===== config.mk =====
export PLATFORM = sky130hd
export DESIGN_NAME = sysa_drain
export DESIGN_NICKNAME = d
export VERILOG_FILES = /design/src/rtl/sysa_drain.sv
export SDC_FILE = /design/constraint.sdc
export NUM_CORES = 1
export LEC_CHECK = 0
export CAP_MARGIN = 20
export CORE_ASPECT_RATIO = 1.25
export CORE_MARGIN = 2
export CORE_UTILIZATION = 55
export DETAILED_ROUTE_END_ITERATION = 8
export GPL_TIMING_DRIVEN = 0
export HOLD_SLACK_MARGIN = 0.05
export MAX_ROUTING_LAYER = met4
export PLACE_DENSITY_LB_ADDON = 0.12
export RECOVER_POWER = 25
export SLEW_MARGIN = 20
export SYNTH_ARGS = -nofsm -noshare
export SYNTH_HDL_FRONTEND = slang
export SYNTH_SLANG_ARGS = --single-unit

===== constraint.sdc =====
create_clock -name clk -period 10.8 [get_ports clk]
set_clock_uncertainty 0.15 [all_clocks]
set_input_delay 2.16 -clock clk [delete_from_list [all_inputs] [get_ports clk]]
set_output_delay 2.16 -clock clk [all_outputs]
set_load 0.05 [all_outputs]

===== src/rtl/sysa_drain.sv =====
// sysa_drain: de-skews the systolic array's bottom-row outputs into whole rows and queues them on a valid/ready stream.
// Optional macro SYSA_DRAIN_SAT_EN: clamp each column to 8 bits (255) when a row is pushed.
module sysa_drain #(
  parameter int N      = 3,
  parameter int ACC_W  = 10,
  parameter int ROWS_W = 4,
  parameter int DEPTH  = 4
) (
  input  logic                clk,
  input  logic                rst,
  input  logic                en,
  input  logic                start,
  input  logic [ROWS_W-1:0]   rows,
  input  logic [N*ACC_W-1:0]  down_in,
  output logic                out_valid,
  input  logic                out_ready,
  output logic [N*ACC_W-1:0]  out_data,
  output logic                out_last,
  output logic                hold,
  output logic                busy,
  output logic                ovf
);
  localparam int SW = ROWS_W + $clog2(N) + 1;
  localparam int PW = $clog2(DEPTH);
  localparam int CW = PW + 1;
  localparam logic [SW-1:0] NM1 = SW'(N - 1);

  typedef enum logic {IDLE, CAPTURE} state_t;

  state_t              r_state, w_state_nxt;
  logic [SW-1:0]       r_s, w_scur;
  logic [ROWS_W-1:0]   r_m, w_m;
  logic                w_go, w_step, w_push, w_last;
  logic                w_pop, w_full, w_wr;
  logic [N*ACC_W-1:0]  w_row, w_wdata;
  logic [N*ACC_W-1:0]  r_mem [DEPTH];
  logic [DEPTH-1:0]    r_lmem;
  logic [PW-1:0]       r_wr, r_rd;
  logic [CW-1:0]       r_cnt;
  logic                r_ovf;

  // A start cycle that also carries en is already step 0, so the step logic
  // looks through the IDLE->CAPTURE transition instead of waiting a cycle.
  always_comb begin
    w_state_nxt = r_state;
    w_go   = (r_state == IDLE) && start && (rows != '0);
    w_scur = w_go ? '0 : r_s;
    w_m    = w_go ? rows : r_m;
    w_step = ((r_state == CAPTURE) || w_go) && en;
    w_push = w_step && (w_scur >= NM1);
    w_last = w_push && ((w_scur + SW'(1)) == (SW'(w_m) + NM1));
    case (r_state)
      IDLE:    if (w_go && !w_last) w_state_nxt = CAPTURE;
      CAPTURE: if (w_last) w_state_nxt = IDLE;
      default: w_state_nxt = IDLE;
    endcase
  end

  always_ff @(posedge clk) begin
    if (rst) r_state <= IDLE;
    else     r_state <= w_state_nxt;
  end

  always_ff @(posedge clk) begin
    if (rst) begin
      r_s <= '0;
      r_m <= '0;
    end else begin
      if (w_step) r_s <= w_scur + SW'(1);
      if (w_go)   r_m <= rows;
    end
  end

  // Column j waits N-1-j steps; the shifters run on every en so they stay
  // aligned with the array even between tiles.
  for (genvar j = 0; j < N; j++) begin : g_col
    if (j < N - 1) begin : g_sh
      logic [ACC_W-1:0] r_sh [N-1-j];
      always_ff @(posedge clk) begin
        if (rst) begin
          for (int unsigned k = 0; k < N - 1 - j; k++) r_sh[k] <= '0;
        end else if (en) begin
          r_sh[0] <= down_in[j*ACC_W +: ACC_W];
          for (int unsigned k = 1; k < N - 1 - j; k++) r_sh[k] <= r_sh[k-1];
        end
      end
      assign w_row[j*ACC_W +: ACC_W] = r_sh[N-2-j];
    end else begin : g_live
      assign w_row[j*ACC_W +: ACC_W] = down_in[j*ACC_W +: ACC_W];
    end
  end

`ifdef SYSA_DRAIN_SAT_EN
  always_comb begin
    w_wdata = w_row;
    for (int unsigned j = 0; j < N; j++) begin
      if (w_row[j*ACC_W +: ACC_W] > ACC_W'(255)) w_wdata[j*ACC_W +: ACC_W] = ACC_W'(255);
    end
  end
`else
  assign w_wdata = w_row;
`endif

  assign w_full = (r_cnt == CW'(DEPTH));
  assign w_pop  = out_valid && out_ready;
  // When full, a simultaneous pop frees the slot being overwritten.
  assign w_wr   = w_push && (!w_full || w_pop);

  always_ff @(posedge clk) begin
    if (rst) begin
      for (int unsigned i = 0; i < DEPTH; i++) r_mem[i] <= '0;
      r_lmem <= '0;
      r_wr   <= '0;
      r_rd   <= '0;
      r_cnt  <= '0;
      r_ovf  <= 1'b0;
    end else begin
      if (w_wr) begin
        r_mem[r_wr]  <= w_wdata;
        r_lmem[r_wr] <= w_last;
        r_wr         <= r_wr + PW'(1);
      end
      if (w_pop) r_rd <= r_rd + PW'(1);
      if (w_push && !w_wr) r_ovf <= 1'b1;
      case ({w_wr, w_pop})
        2'b10:   r_cnt <= r_cnt + CW'(1);
        2'b01:   r_cnt <= r_cnt - CW'(1);
        default: r_cnt <= r_cnt;
      endcase
    end
  end

  assign out_valid = (r_cnt != '0);
  assign out_data  = r_mem[r_rd];
  assign out_last  = r_lmem[r_rd];
  assign hold      = w_full;
  assign busy      = (r_state == CAPTURE) || (r_cnt != '0);
  assign ovf       = r_ovf;

endmodule


==> results_dict.tcl, run 1 <==
set metrics [dict create \
    outcome "complete, but fails checks" \
    violations "max-capacitance violations, max-slew violations" \
    path_class "in2reg" \
    grt_max_degree 31 \
    clkTransAtPathRegs_ns 0.07 \
    antenna_found_initial 0 \
    grtUsageMet3 0.0462 \
    seq_area_frac_synth 0.639 \
    drtIter0Drc 245 \
    cellPowerDensity_mw_per_mm2 170 \
    postCtsResizedCells 0 \
    area_growth_syn_to_layout_pct 19.0 \
    vdd_ir_drop_max_mv 0.118 \
    yosys_warnings 0 \
    setup_viol 0 \
    avgSynthCellArea_um2 14.3 \
    wirelength_mm 15.3 \
    via_per_inst 5.53 \
    antenna_cells 0 \
    clk-insertion-delay-late_ns 0.42 \
    syn-instance-count 551 \
    syn_area_mm2 0.00786 \
    period_share 0.592 \
    hp-class "reg2reg" \
    grt_pass1_wl_mm 24.9 \
    cts_buffer_depth 2 \
    r2r_end "r_mem[0][3]" \
    multi_input_area_mm2 0.00265 \
    synth_top_flop_cell "edfxtp_1" \
    globalRoute.busiestLayer "met2" \
    grt_use_met1 0.258 \
    holdWs_ns 0.316 \
    firstDrtPassIters 5 \
    critPathSlowestCell "or2_2" \
    portBuffers 71 \
    fin_crit_ns 6.39 \
    core-area_mm2 0.0139 \
    ff2ff_setup_slack_ns 6.44 \
    fin_nets 689 \
    ys_ff_latch 176 \
    h-tree-depth 4 \
    grt_remaining_overflow 0 \
    first_global_vias 4880 \
    cp-end-kind "register" \
    fmax_mhz 156 \
    start_kind "input port" \
    dieArea_mm2 0.0153 \
    max_stage_delay_ns 0.74 \
    endpoint "r_mem[0][3]" \
    regToRegStartpoint "r_state" \
    dp_hpwl_mm 9.67 \
    synth_edf_count 150 \
    cp_cell_sequence "dlygate4sd3_1 > nor2b_1 > or2b_2 > and2_0 > inv_1 > ha_1 > nor4_1 > a211o_1 > nor2_1 > inv_2 > nor2_2 > and3_1 > or2_2" \
    cts_buffers 17 \
    initial_utilization 0.567 \
    hold_depth 2 \
    vias 4585 \
    num-fill-cells 1026 \
    grt_use_met2 0.392 \
    hold_buffers 0 \
    synth.area.top_cells "edfxtp_1, and2_1, mux4_2" \
    p_leak_nw 3.41 \
    startpoint "start" \
    tightest_slew_ns 2.28 \
    synth_common_cells "and2_1, edfxtp_1, mux4_2" \
    track_usage 0.220 \
    clock-sinks 176 \
    critical_path_arrival_ns 6.28 \
    slew_viol_final 31 \
    maxCapViolCount 1 \
    gp_congestion 0.820 \
    drc 0 \
    synth_top_area_cell "edfxtp_1" \
    rsz0062_at_grt "no" \
    detail-route-antenna-nets 0 \
    die_x_um 111 \
    routedWlPerCell_um 18.4 \
    yosysUniqueCellTypes 49 \
    cts.root.buffer_cell "clkbuf_16" \
    yosysMostFrequentCell "and2_1" \
    layout-drive-gt1-share 0.133 \
    yosys.area.top_type_share 0.573 \
    ys_async_sr_fraction 0 \
    io_pins 74 \
    finalSetupTns_ns 0 \
    cts_setup_buffers 0 \
    syn-num-nets 599 \
    worst_r2r_path_depth 13 \
    finalHoldViolations 0 \
    die_h_um 138 \
    row_count 48 \
    tritoncts "built" \
    max-slew-margin-rel -0.520 \
    crit_fanout 30 \
    worstPathRequired_ns 10.69 \
    regArea_mm2 0.00502 \
]
## how the worst min path moves through the flow
| stage | start | to | slack (ns) |
|---|---|---|---|
| CTS | ovf | ovf | 0.33 |
| floorplan | r_lmem[2] | r_lmem[2] | 0.30 |
| global route | r_lmem[2] | r_lmem[2] | 0.37 |
| global placement | ovf | ovf | 0.30 |
| detailed placement | ovf | ovf | 0.31 |
| finish | ovf | ovf | 0.32 |
## flip-flops by register name, indices dropped and copies added (netlist names), named ones only
| register | count |
|---|---|
| r_state | 1 |
| g_col.g_sh.r_sh | 30 |
| r_mem | 120 |
| r_m | 4 |
| r_s | 7 |
| r_cnt | 3 |
| r_lmem | 4 |
| ovf | 1 |
| r_wr | 2 |
| r_rd | 2 |
## metrics by stage
stage	setup slack [ns]	total power, W	instance area [um^2]	util	instances
floorplan	5.45	0.000930	7860	-	551
global placement	4.24	0.000996	8790	0.634	797
detailed placement	4.22	0.00100	8790	0.634	797
CTS	4.66	0.00160	9380	0.676	829
global route	4.12	0.00164	9350	0.674	829
finish	4.41	0.00159	9350	0.674	829
## cells by family after synthesis
family	Yosys count	synth area share
and+or+nand+nor	246	0.187
DFF	176	0.639
AOI/OAI and AO/OA	36	0.0298
adders and majority gates	9	0.0153
xor gates and xnor gates	15	0.0167
muxes	33	0.0914
buffers and inverters	36	0.0208
## area by class of cell
cell class              instances  share of cell area
plain buffers                  28              0.0143
clock buffers                  19              0.0463
clock inverters                13              0.0165
inverters                       8             0.00321
multi-input cells             339               0.283
flip-flops and latches        176               0.537
well taps                     175              0.0234
repair buffers                 71              0.0760
## placed cells by master, fill, tap and decap left out, types with 3 or more instances in the layout
cell	count
nand2_1	17
or3_1	5
or4_1	4
dlygate4sd3_1	14
nand3b_1	4
xnor2_1	7
ha_1	8
or2_2	4
mux4_2	31
inv_6	4
a21oi_1	11
o21ai_1	4
and2_1	133
and2_0	20
xor2_1	8
clkdlybuf4s50_1	57
nor3_1	4
edfxtp_1	150
clkbuf_1	16
inv_1	7
dfxtp_1	26
o21ai_0	9
and3_1	4
clkbuf_16	17
nand3_1	6
buf_2	11
nor4_1	3
nor2_1	29
## power breakdown
part           switching (W)  internal, W  total (W)  leakage [nW]
clock network       0.000261     0.000346   0.000606         0.281
logic               0.000121    0.0000780   0.000199          1.35
registers          0.0000134     0.000768   0.000782          1.78
total               0.000395      0.00119    0.00159          3.41
## worst max-delay path: cells and delay by family
family                   cells  cell delay (ns)
AND/OR/NAND/NOR              8             2.77
adder cells (fa/ha/maj)      1             0.18
AO/OA/AOI/OAI                1             0.28
buffers and inverters        3             0.85
## routing by layer
metal  wire length [um]  vias up  part of all wire
li1                   -     2174                 -
met5                  0        -                 0
met3                709       18             0.046
met2               8210      122              0.54
met1               6130     2271              0.40
met4                201        0             0.013
Note: power is estimated with default switching activity, not from simulation.
==> run 2, diff against run 1 <==
==> constraint.sdc (replaced) <==
create_clock -name clk -period 6.3 [get_ports clk]
set_clock_uncertainty 0.15 [all_clocks]
set_input_delay 1.26 -clock clk [delete_from_list [all_inputs] [get_ports clk]]
set_output_delay 1.26 -clock clk [all_outputs]
set_load 0.05 [all_outputs]
==> results of run 2 <==
Same layout as run 1 (identical final DEF). Status: complete, but fails checks: max-capacitance violations, max-slew violations.
Among the figures that moved: setup slack after placement 4.22 ns -> 0.621 ns; setup slack after layout 4.41 ns -> 0.809 ns; register-to-register setup slack 6.44 ns -> 1.94 ns; total power 0.00159 W -> 0.00272 W; worst IR drop on VDD 0.118 mV -> 0.203 mV
